## src/rtl/sbb_profiler_pkg.sv

```systemverilog
// Shared configuration, entry layout and helpers for the short-backward-branch profiler.
package sbb_profiler_pkg;

  localparam int unsigned NUM_PROFILER_ENTRIES       = 4;
  localparam int unsigned MAX_TAKEN_COUNT            = 256;
  localparam int unsigned TAKEN_COUNT_THRESHOLD      = 20;
  localparam int unsigned MAX_INCOMPLETE_PR_REQUESTS = 64;
  localparam int unsigned DEFAULT_DECAY_PERIOD       = 1024;

  localparam int unsigned PROFILER_IDX_W   = $clog2(NUM_PROFILER_ENTRIES);
  localparam int unsigned PROFILER_COUNT_W = $clog2(MAX_TAKEN_COUNT);

  // Most negative byte offset still treated as a short loop.
  localparam logic signed [20:0] SBB_MAX_OFFSET = -21'sd32;

  typedef struct packed {
    logic                        valid;
    logic [31:0]                 branch_pc;
    logic [31:0]                 target_pc;
    logic [PROFILER_COUNT_W-1:0] count;
    logic                        pending;
    logic                        locked;
  } profiler_entry_t;

  function automatic logic is_sbb_offset(input logic [20:0] off);
    return ($signed(off) >= SBB_MAX_OFFSET) && ($signed(off) < 21'sd0);
  endfunction

endpackage

```

## src/rtl/sbb_profiler_victim_sel.sv

```systemverilog
// Replacement victim selection: lowest-count valid entry that is neither locked nor pending,
// ties resolved toward the lowest index.
module sbb_profiler_victim_sel
  import sbb_profiler_pkg::*;
#(
  parameter int unsigned NUM_ENTRIES = NUM_PROFILER_ENTRIES,
  parameter int unsigned IDX_W       = $clog2(NUM_ENTRIES),
  parameter int unsigned COUNT_W     = PROFILER_COUNT_W
) (
  input  logic [NUM_ENTRIES-1:0]              i_valid,
  input  logic [NUM_ENTRIES-1:0]              i_locked,
  input  logic [NUM_ENTRIES-1:0]              i_pending,
  input  logic [NUM_ENTRIES-1:0][COUNT_W-1:0] i_count,
  output logic [IDX_W-1:0]                    o_idx,
  output logic                                o_found
);

  logic               w_found;
  logic [IDX_W-1:0]   w_idx;
  logic [COUNT_W-1:0] w_best;

  always_comb begin
    w_found = 1'b0;
    w_idx   = '0;
    w_best  = '0;
    for (int unsigned i = 0; i < NUM_ENTRIES; i++) begin
      if (i_valid[i] && !i_locked[i] && !i_pending[i] &&
          (!w_found || (i_count[i] < w_best))) begin
        w_found = 1'b1;
        w_idx   = IDX_W'(i);
        w_best  = i_count[i];
      end
    end
  end

  assign o_idx   = w_idx;
  assign o_found = w_found;

endmodule

```

## src/rtl/sbb_profiler.sv

```systemverilog
// Taken short-backward-branch profiler issuing PR requests for hot loops.
// Optional periodic count halving is enabled with `define SBB_PROFILER_DECAY_EN.
module sbb_profiler
  import sbb_profiler_pkg::*;
#(
  parameter int unsigned NUM_ENTRIES     = NUM_PROFILER_ENTRIES,
  parameter int unsigned MAX_COUNT       = MAX_TAKEN_COUNT,
  parameter int unsigned THRESHOLD       = TAKEN_COUNT_THRESHOLD,
  parameter int unsigned MAX_OUTSTANDING = MAX_INCOMPLETE_PR_REQUESTS,
  parameter int unsigned DECAY_PERIOD    = DEFAULT_DECAY_PERIOD,
  localparam int unsigned IDX_W          = $clog2(NUM_ENTRIES)
) (
  input  logic             clk,
  input  logic             rst,
  input  logic             br_valid,
  input  logic             br_taken,
  input  logic [31:0]      br_pc,
  input  logic [20:0]      br_offset,
  input  logic             prof_clear,
  output logic             pr_req_valid,
  input  logic             pr_req_ready,
  output logic [IDX_W-1:0] pr_req_idx,
  output logic [31:0]      pr_req_branch_pc,
  output logic [31:0]      pr_req_target_pc,
  input  logic             pr_done,
  input  logic             pr_evict,
  input  logic [IDX_W-1:0] pr_evict_idx
);

  localparam int unsigned CW    = PROFILER_COUNT_W;
  localparam int unsigned OUT_W = $clog2(MAX_OUTSTANDING + 1);

  profiler_entry_t r_tab [NUM_ENTRIES];
  profiler_entry_t w_tab [NUM_ENTRIES];
  logic [OUT_W-1:0] r_outstanding;

  logic                        w_qual, w_hit, w_free_found, w_vic_found, w_any_pend;
  logic                        w_accept, w_decay, w_ev_en;
  logic [IDX_W-1:0]            w_hit_idx, w_free_idx, w_vic_idx, w_req_idx, w_ev_idx;
  logic [31:0]                 w_target;
  logic [NUM_ENTRIES-1:0]      w_valid_v, w_locked_v, w_pending_v;
  logic [NUM_ENTRIES-1:0][CW-1:0] w_count_v;

  assign w_qual   = br_valid & br_taken & is_sbb_offset(br_offset);
  assign w_target = br_pc + {{11{br_offset[20]}}, br_offset};

  always_comb begin
    w_hit        = 1'b0;
    w_hit_idx    = '0;
    w_free_found = 1'b0;
    w_free_idx   = '0;
    w_any_pend   = 1'b0;
    w_req_idx    = '0;
    w_valid_v    = '0;
    w_locked_v   = '0;
    w_pending_v  = '0;
    w_count_v    = '0;
    for (int unsigned i = 0; i < NUM_ENTRIES; i++) begin
      w_valid_v[i]   = r_tab[i].valid;
      w_locked_v[i]  = r_tab[i].locked;
      w_pending_v[i] = r_tab[i].pending;
      w_count_v[i]   = r_tab[i].count;
      if (!w_hit && r_tab[i].valid && (r_tab[i].branch_pc == br_pc)) begin
        w_hit     = 1'b1;
        w_hit_idx = IDX_W'(i);
      end
      if (!w_free_found && !r_tab[i].valid) begin
        w_free_found = 1'b1;
        w_free_idx   = IDX_W'(i);
      end
      if (!w_any_pend && r_tab[i].pending) begin
        w_any_pend = 1'b1;
        w_req_idx  = IDX_W'(i);
      end
    end
  end

  sbb_profiler_victim_sel #(
    .NUM_ENTRIES (NUM_ENTRIES),
    .IDX_W       (IDX_W),
    .COUNT_W     (CW)
  ) u_victim_sel (
    .i_valid   (w_valid_v),
    .i_locked  (w_locked_v),
    .i_pending (w_pending_v),
    .i_count   (w_count_v),
    .o_idx     (w_vic_idx),
    .o_found   (w_vic_found)
  );

  assign pr_req_valid     = w_any_pend && (r_outstanding < OUT_W'(MAX_OUTSTANDING));
  assign pr_req_idx       = w_req_idx;
  assign pr_req_branch_pc = w_any_pend ? r_tab[w_req_idx].branch_pc : '0;
  assign pr_req_target_pc = w_any_pend ? r_tab[w_req_idx].target_pc : '0;
  assign w_accept         = pr_req_valid & pr_req_ready;

`ifdef SBB_PROFILER_DECAY_EN
  localparam int unsigned DEC_W = (DECAY_PERIOD > 1) ? $clog2(DECAY_PERIOD) : 1;
  logic [DEC_W-1:0] r_decay_cnt;

  assign w_decay = (r_decay_cnt == DEC_W'(DECAY_PERIOD - 1));

  always_ff @(posedge clk or posedge rst) begin
    if (rst)          r_decay_cnt <= '0;
    else if (w_decay) r_decay_cnt <= '0;
    else              r_decay_cnt <= r_decay_cnt + 1'b1;
  end
`else
  assign w_decay = 1'b0;
`endif

  // Priority order on one edge: decay, event, accept, evict, clear -- later steps override.
  always_comb begin
    w_tab    = r_tab;
    w_ev_en  = 1'b0;
    w_ev_idx = '0;
    if (w_decay) begin
      for (int unsigned i = 0; i < NUM_ENTRIES; i++) begin
        w_tab[i].count = w_tab[i].count >> 1;
      end
    end
    if (w_qual) begin
      if (w_hit) begin
        w_ev_en  = 1'b1;
        w_ev_idx = w_hit_idx;
        if (w_tab[w_hit_idx].count != CW'(MAX_COUNT - 1)) begin
          w_tab[w_hit_idx].count = w_tab[w_hit_idx].count + 1'b1;
        end
      end else if (w_free_found || w_vic_found) begin
        w_ev_en  = 1'b1;
        w_ev_idx = w_free_found ? w_free_idx : w_vic_idx;
        w_tab[w_ev_idx] = '{valid: 1'b1, branch_pc: br_pc, target_pc: w_target,
                            count: CW'(1), pending: 1'b0, locked: 1'b0};
      end
      if (w_ev_en && !w_tab[w_ev_idx].locked && (w_tab[w_ev_idx].count == CW'(THRESHOLD))) begin
        w_tab[w_ev_idx].pending = 1'b1;
        w_tab[w_ev_idx].locked  = 1'b1;
      end
    end
    if (w_accept) w_tab[w_req_idx].pending = 1'b0;
    if (pr_evict) w_tab[pr_evict_idx] = '0;
    if (prof_clear) begin
      for (int unsigned i = 0; i < NUM_ENTRIES; i++) w_tab[i] = '0;
    end
  end

  always_ff @(posedge clk or posedge rst) begin
    if (rst) begin
      for (int unsigned i = 0; i < NUM_ENTRIES; i++) r_tab[i] <= '0;
    end else begin
      r_tab <= w_tab;
    end
  end

  always_ff @(posedge clk or posedge rst) begin
    if (rst) begin
      r_outstanding <= '0;
    end else if (w_accept && !pr_done) begin
      r_outstanding <= r_outstanding + 1'b1;
    end else if (!w_accept && pr_done && (r_outstanding != '0)) begin
      r_outstanding <= r_outstanding - 1'b1;
    end
  end

endmodule
```

## config.mk

```make
export PLATFORM = sky130hd
export DESIGN_NAME = sbb_profiler
export DESIGN_NICKNAME = d
export VERILOG_FILES = /design/src/rtl/sbb_profiler_pkg.sv /design/src/rtl/sbb_profiler_victim_sel.sv /design/src/rtl/sbb_profiler.sv
export SDC_FILE = /design/constraint.sdc
export NUM_CORES = 1
export LEC_CHECK = 0
export CAP_MARGIN = 25
export CORE_MARGIN = 3
export CORE_UTILIZATION = 30
export DETAILED_ROUTE_END_ITERATION = 6
export SLEW_MARGIN = 20
export SYNTH_ARGS = -nofsm -noshare
export SYNTH_HDL_FRONTEND = slang
export SYNTH_SLANG_ARGS = --single-unit
```

## constraint.sdc

```tcl
create_clock -name clk -period 16 [get_ports clk]
set_input_delay 1.6 -clock clk [delete_from_list [all_inputs] [get_ports clk]]
set_output_delay 1.6 -clock clk [all_outputs]
set_load 0.03 [all_outputs]
```

==> reports/qor.yml <==
drc: 0
htree_levels: 2
worst_hold_slack_ns: 0.502
fin_skew_ns: 0.0268
maxCapViolCount: 0
grt_pass1_vias: 17600
core_um2: 64700
vias_per_cell: 5.61
clk_latency_ns: 0.57
grt.overflow.total: 0
initial_core_util_pct: 30.4
multiInputGateArea_um2: 11300
finalPower_mw: 1.92
yosysTopAreaCell: "dfrtp_1"
clk_pin_slew_ns: 0.06
mappedNetlistArea_um2: 19700
port_buffers: 129
ctsResizeCount: 0
dp_hpwl_mm: 51.5
synth-edff-count: 0
peakVddDrop_mv: 0.0611
worstSetupPathType: "reg -> reg"
final_common_cell: "nand2_1"
drt-total-wl_mm: 76.5
crit_arrival_ns: 8.70
r2r_cells: 33
post_cts_buffers: 0
p_per_area_nw_per_um2: 83.2
io_pins: 130
finalSetupViolCount: 0
ff_latch_area_um2: 7680
fin_nets: 2419
yosysWarnings: 0
synth-seq-cells: 307
grt_pass1_wl_mm: 115
rr_endpoint: "r_tab[188]"
fmaxAchievable_mhz: 122
clock_path_buffers: 3
outcome: "finished clean"
synth_top_flop_cell: "dfrtp_1"
fp.dieH_um: 262
cts_root_buf: "clkbuf_16"
nFillCells: 6620
critical_path.startpoint: "r_tab[226]"
drive_above_1_share_pct: 9.04
synth_area_leaders: "dfrtp_1 (39%), nand2_1 (10%), a21oi_1 (7.9%)"
crit_path_top_delay_cell: "a221oi_1"
slew_headroom_pct: 25.8
cts-hold-fix-buffers: 0
cp-end-kind: "flip-flop"
async_flop_share_pct: 100
critical-path-max-stage-delay_ns: 0.66
grt_start_max_net_pins: 112
fin_crit_ns: 8.19
postRouteAntennaNets: 0
tightest_slew_ns: 1.11
worstSetupStartpointType: "flip-flop"
cp.required_ns: 16.50
netlist-cell-type-count: 86
tns_ns: 0
synth_nets: 2374
wire_per_inst_um: 24.1
p_leak_nw: 8.77
slew_violations: 0
synth.avg_cell_area_um2: 8.75
rsz0062_at_grt: "no"
cts_sinks: 307
worstReg2RegStart: "r_tab[226]"
layout_common_cells: "nand2_1 (533), a21oi_1 (311), dfrtp_1 (307)"
rows: 93
r2r_slack_ns: 7.81
dr.first_iter.drc_count: 1998
hold_class: "reg -> reg"
die_x_um: 262
path_max_fanout: 46
synth_top_cell_area_share_pct: 39.0
cts_buffers: 37
vias: 17800
drt-pass1-iter-count: 6
syn2layout_area_growth_pct: 16.9
cts_tree: "yes"
gp_congestion: 0.965
grt.total_usage_pct: 21.6
ys_seq_area_share_pct: 39.0
path_common_cell: "a21oi_1"
hp-start: "r_tab[188]"
hold_viol: 0
timing.final.crit_share_pct: 51.2
antenna_found_initial: 4
dieArea_um2: 68700
syn_inst: 2251
endpoint: "r_tab[188]"
-- stage by stage --
stage | setup slack, ns | area (um2) | cells | util (%)
5_1_grt | 7.18 | 23000 | 3177 | 35.6
6_report | 7.81 | 23000 | 3178 | 35.6
3_3_place_gp | 7.86 | 21600 | 3104 | 33.4
2_1_floorplan | 5.91 | 19700 | 2251 | -
3_5_place_dp | 7.75 | 21700 | 3107 | 33.5
4_1_cts | 7.75 | 22900 | 3172 | 35.4
-- how the worst min path moves through the flow --
stage	slack, ns	end	depth (start not counted)
final	0.50	r_tab[188]	2
after global routing	0.54	r_tab[113]	2
after global placement	0.47	r_tab[188]	2
after detailed placement	0.48	r_tab[188]	2
after CTS	0.49	r_tab[188]	2
after floorplan	0.45	r_tab[113]	2
-- layer usage --
metal	share of wire, %	global-route usage [%]	wire [um]
met5	0.061	0	47
met4	3.1	6.73	2350
met3	7.3	3.60	5570
met2	47	35.0	36100
met1	42	29.4	32500
-- final cells by class --
| class | instances | share of cell area (%) |
|---|---|---|
| Multi-Input combinational cell | 1765 | 49.2 |
| Sequential cell | 307 | 33.4 |
| Timing Repair Buffer | 161 | 7.06 |
| Tap cell | 855 | 4.65 |
| Clock buffer | 49 | 4.44 |
| Clock inverter | 16 | 0.854 |
| Inverter | 24 | 0.424 |
| Antenna cell | 1 | 0.0109 |
-- synthesized netlist by cell type, drive strengths merged, types with 10 or more instances --
master  number
nand2      536
a21oi      312
dfrtp      307
nor2       111
clkbuf     109
xor2       101
nor2b       82
xnor2       65
mux4        64
ha          58
buf         46
nand3       45
o21ai       41
nor3        40
nor4        37
nand4       32
inv         24
a31oi       18
a22oi       17
a211oi      16
a21o        16
and2        11
and3        11
o21a        11
nor4b       10
-- power by group --
part,switching (mW),internal (mW),leakage (nW)
clock,0.364,0.515,0.598
combinational,0.160,0.0830,3.90
sequential,0.00880,0.786,4.27
total,0.532,1.38,8.77
-- worst max-delay path, delay by kind of cell (launching register included) --
kind                     cells  cell delay [ns]
buffers and inverters        3             1.16
AO/OA/AOI/OAI               13             3.34
flip-flops                   1             0.52
multiplexers                 1             0.08
AND/OR/NAND/NOR             13             2.09
adder cells (fa/ha/maj)      3             0.89
-- sequential cells by signal (all words and copies together) (netlist names) --
name / cells
r_tab: 300
r_outstanding: 7
-- kinds of logic (layout without fill, tap and decap cells) --
| kind of cell | Yosys count | after routing | share of synthesized area, % |
|---|---|---|---|
| compound gates | 501 | 501 | 15.2 |
| fa+ha+maj | 60 | 60 | 3.89 |
| mux | 74 | 74 | 7.84 |
| buf+inv | 179 | 250 | 4.02 |
| simple gates | 964 | 964 | 22.6 |
| flops | 307 | 307 | 39.0 |
| xor+xnor | 166 | 166 | 7.42 |
| other cells | 0 | 1 | 0 |
Power figures use the tool's default switching activity.
